--- src/rtl/fetch_queue.sv ---
// Instruction fetch queue between the fetch stage and decode.
// Buffers {pc, instr} pairs so a decode stall does not immediately freeze the
// PC. A flush (redirect resolved in decode) discards every buffered entry.
//
// Ports:
//   clk, reset          rising-edge clock, synchronous active-high reset
//   flush               drop all entries; same-cycle push/pop are ignored
//   in_valid/in_ready   fetch-side handshake carrying in_pc/in_instr
//   out_valid/out_ready decode-side handshake; out_pc/out_instr show the head
//   count               number of valid entries (0..DEPTH)
module fetch_queue #(
  parameter int unsigned DEPTH  = 4,
  parameter int unsigned PTR_W  = 2,
  parameter logic [31:0] NOP_PC = 32'h0000_3000
) (
  input  logic             clk,
  input  logic             reset,
  input  logic             flush,
  input  logic             in_valid,
  output logic             in_ready,
  input  logic [31:0]      in_pc,
  input  logic [31:0]      in_instr,
  output logic             out_valid,
  input  logic             out_ready,
  output logic [31:0]      out_pc,
  output logic [31:0]      out_instr,
  output logic [PTR_W:0]   count
);

  localparam int unsigned CNT_W = PTR_W + 1;

  typedef struct packed {
    logic [31:0] pc;
    logic [31:0] instr;
  } entry_t;

  entry_t           mem [DEPTH];
  logic [PTR_W-1:0] wr_ptr;
  logic [PTR_W-1:0] rd_ptr;
  logic             push;
  logic             pop;

  // Handshake status derives from the registered count alone (no full bypass).
  assign in_ready  = (count != CNT_W'(DEPTH));
  assign out_valid = (count != CNT_W'(0));

  assign push = in_valid & in_ready & ~flush;
  assign pop  = out_valid & out_ready & ~flush;

  // Show-ahead head; empty queue presents a NOP at the reset PC.
  assign out_pc    = out_valid ? mem[rd_ptr].pc    : NOP_PC;
  assign out_instr = out_valid ? mem[rd_ptr].instr : 32'h0000_0000;

  // Storage is never cleared; only pointers and count define validity.
  always_ff @(posedge clk) begin
    if (push && !reset) begin
      mem[wr_ptr] <= '{pc: in_pc, instr: in_instr};
    end
  end

  // Pointer and occupancy update: reset > flush > push/pop.
  always_ff @(posedge clk) begin
    if (reset || flush) begin
      wr_ptr <= '0;
      rd_ptr <= '0;
      count  <= '0;
    end else begin
      if (push) wr_ptr <= wr_ptr + PTR_W'(1);
      if (pop)  rd_ptr <= rd_ptr + PTR_W'(1);
      case ({push, pop})
        2'b10:   count <= count + CNT_W'(1);
        2'b01:   count <= count - CNT_W'(1);
        default: count <= count;
      endcase
    end
  end

endmodule
--- config.mk ---
export PLATFORM = sky130hd
export DESIGN_NAME = fetch_queue
export DESIGN_NICKNAME = d
export VERILOG_FILES = /design/src/rtl/fetch_queue.sv
export SDC_FILE = /design/constraint.sdc
export NUM_CORES = 1
export LEC_CHECK = 0
export ABC_AREA = 1
export CORE_MARGIN = 2
export CORE_UTILIZATION = 40
export CTS_CLUSTER_SIZE = 25
export DETAILED_ROUTE_END_ITERATION = 8
export MAX_ROUTING_LAYER = met4
export RECOVER_POWER = 100
export SETUP_SLACK_MARGIN = 0.5
export SLEW_MARGIN = 20
export SYNTH_ARGS = -nofsm -noshare
export SYNTH_HDL_FRONTEND = slang
export SYNTH_SLANG_ARGS = --single-unit
--- constraint.sdc ---
create_clock -name clk -period 10.7 [get_ports clk]
set_input_delay 2.14 -clock clk [delete_from_list [all_inputs] [get_ports clk]]
set_output_delay 2.14 -clock clk [all_outputs]
set_load 0.01 [all_outputs]
==> results.md <==
* Via-to-Cell Ratio at ~5
* Boundary pin count at 138
* Inserted Clock Buffers at 28
* Iter 0 DRT Violations at roughly 440
* P_int at 0.001740 W
* Worst R2R Start: count[1]
* Nets at 1030
* Vias in the first global route at 6575
* Failing checks: capacitance limit, slew limit
* NetSw at 0.0004377 W
* Area leader, netlist: edfxtp_1
* Most frequent cells in the layout: 257 x nor2_1, 256 x edfxtp_1, 132 x dlygate4sd3_1, 121 x o21ai_0, 71 x a21oi_1
* Sequential power share at around 53%
* Die H at 165.5 um
* Required @ worst endpoint at ~8.6 ns
* Site row count at between 50 and 60
* Die Area at 0.02741 mm^2
* Routed Antenna Nets at 0
* Setup violators final at 0
* DRC at 0
* Period minus WS final at between 7 and 8 ns
* Worst skew pair latency at approximately 0.53 ns
* Hold Slack at between 0.4 and 0.5 ns
* Area of the multi-input gates at between 0.002 and 0.0025 mm^2
* Power Total at roughly 0.0022 W
* Gate power share at slightly below 5%
* Sw Share at about a fifth
* CTS tree: built
* Setup slack, reg-to-reg at slightly above 6 ns
* Commonest non-fill, non-tap cell in the layout: nor2_1
* Gate Count Post-Synth at around 830
* Core Box Area at ~0.026 mm^2
* Register Area at 0.007873 mm^2
* Final Hold Fails at 0
* F_max at 142.1 MHz
* Area of the mapped netlist at between 0.01 and 0.015 mm^2
* H-tree levels at 1
* Ys Warns at 0
* Hold buffer count at cts at 0
* WP data arrival at approximately 4.9 ns
* CTS clk-pin slew, worst paths at 0.06 ns
* Max Root-Sink Buffers at 3
* Layout cells sized above 1 at about 5%
* GPL Wtd Cong at approximately 0.74
* Hold WC Path Type: flip-flop to flip-flop
* First-pass GRT wire length at roughly 35000 um
* Startpoint types: flip-flop
* Ranking of synthesized cells by area: edfxtp_1 74%, nor2_1 9.4%, o21ai_0 5.8%
* Largest net degree at the start of global routing at 73
* WL per Instance at about 17 um
* Final Skew at 0.01190 ns
* Hold Path Stages at 2
* Period utilization at 65.78%
* Final wirelength at roughly 23000 um
* Drt pass-1 iters at 5
* Unique cell type count in the Yosys netlist at 19
* Post-synthesis net count at around 900
* Setup TNS Final at 0 ns
* CTS resizes at 0
* Power Density at 169.2 mW/mm^2
* Final Max Slew Viols at about 320
* Slew @ Worst Pin at around 4.3 ns
* Yosys reg bits at about 270
* Remaining global-route overflow at 0
* Initial Util at 40.40%
* Via Count at between 6k and 7k
* P_leak at between 4 and 5 nW
* DPL Wire Length at about 12000 um
* Worst R2R Path Depth at 5
* Max cap viols at 5
* Status: complete, but fails checks
* Initial antenna violation count at 2
* Fillcell total at ~2.3k
* GR Util All Layers at 17.38%
* Critical path type: flip-flop to output port
* Synthesized area per cell at between 10 and 15 um^2
* Area Overhead vs Synth at 23.29%
* Clock power frac at 42.0%
* Die width at around 170 um
* Slew headroom at -185.4%
* Unrepaired setup endpoints after global routing: false
* Sequential cell area fraction in the yosys report at about three quarters
* Critical path fanouts, max at a little over 70
* CP Capture Point: out_pc[1]
* Clock root cell: clkbuf_16
* Crit path capture type: output port
* Clk sinks at around 270
* Setup bufs post-CTS at 0
* Yosys top cell area share at between 70% and 80%
* Peak VDD IR at between 0.00009 and 0.0001 V
* Port buffer count at around 140
* Crit Reg-Reg Endpoint: mem[1][30]
[worst max-delay path, cell delays in order (launching register included)]
cell,delay (ns)
dfxtp_4,0.77
clkinvlp_2,1.61
buf_4,0.86
o21ai_0,0.27
a21oi_1,0.16
dlygate4sd3_1,0.67
[area by class of cell]
cell class / count / share of cell area (%)
repair buffers: 146 / 11.06
inverters: 19 / 0.5639
flip-flops and latches: 265 / 61.17
clock inverters: 11 / 0.8264
well taps: 335 / 3.257
multi-input cells: 495 / 17.17
clock buffers: 39 / 5.930
diodes: 1 / 0.01944
[flip-flops by register name, summed over array words and instances (netlist names), named ones only]
register,cells
count,3
rd_ptr,2
wr_ptr,2
mem,256
[synthesized netlist by cell type]
cell type / count
nand3_1: 5
buf_6: 16
a21oi_1: 71
ha_1: 5
inv_1: 16
buf_4: 2
clkbuf_1: 10
buf_2: 13
fa_1: 1
o21ai_0: 121
dfxtp_1: 9
edfxtp_1: 256
nand2_1: 22
buf_1: 6
o21ai_1: 7
nor2_1: 261
nand3b_1: 1
nand4_1: 1
inv_2: 3
[per-layer routing]
metal | track usage [%] | vias to the layer above | part of all wire, %
met5 | - | - | 0
met4 | 4.624 | 0 | 2.1
met3 | 2.348 | 36 | 4.1
met2 | 28.73 | 151 | 49
met1 | 22.79 | 3166 | 45
li1 | - | 3175 | -
[cells by family (layout without fill, tap and decap cells)]
| group | count (synthesis) | count (layout) | synth area share, % |
|---|---|---|---|
| compound gates | 199 | 199 | 9.541 |
| fa+ha+maj | 6 | 6 | 0.7911 |
| buf+inv | 66 | 215 | 3.752 |
| flops | 265 | 265 | 75.37 |
| other cells | 0 | 1 | 0 |
| simple gates | 290 | 290 | 10.55 |
[power by group through the flow]
| stage | sequential (W) | combinational (W) | clock (W) |
|---|---|---|---|
| floorplan | 0.00118 | 0.0000453 | 0 |
| global placement | 0.00118 | 0.000117 | 0 |
| detailed placement | 0.00118 | 0.000118 | 0 |
| CTS | 0.00115 | 0.000119 | 0.000937 |
| global route | 0.00116 | 0.000119 | 0.000979 |
| finish | 0.00116 | 0.000107 | 0.000915 |
[metrics by stage]
| stage | cell area, um^2 | setup slack (ns) | instances | utilization, % |
|---|---|---|---|---|
| global placement | 12010 | 5.393 | 1260 | 46.49 |
| finish | 12870 | 3.661 | 1311 | 49.81 |
| global route | 12870 | 3.199 | 1311 | 49.81 |
| CTS | 12880 | 4.814 | 1310 | 49.86 |
| floorplan | 10440 | 4.942 | 826 | - |
| detailed placement | 12010 | 5.390 | 1260 | 46.49 |
[worst min path at each step]
stage | from | endpoint | slack, ns
2_1_floorplan | rd_ptr[0] | flip-flop | 0.46
3_3_place_gp | rd_ptr[0] | rd_ptr[0] | 0.47
3_5_place_dp | rd_ptr[0] | flip-flop | 0.48
4_1_cts | rd_ptr[0] | flip-flop | 0.49
5_1_grt | rd_ptr[0] | flip-flop | 0.55
6_report | rd_ptr[0] | flip-flop | 0.50
Power figures use the tool's default switching activity.
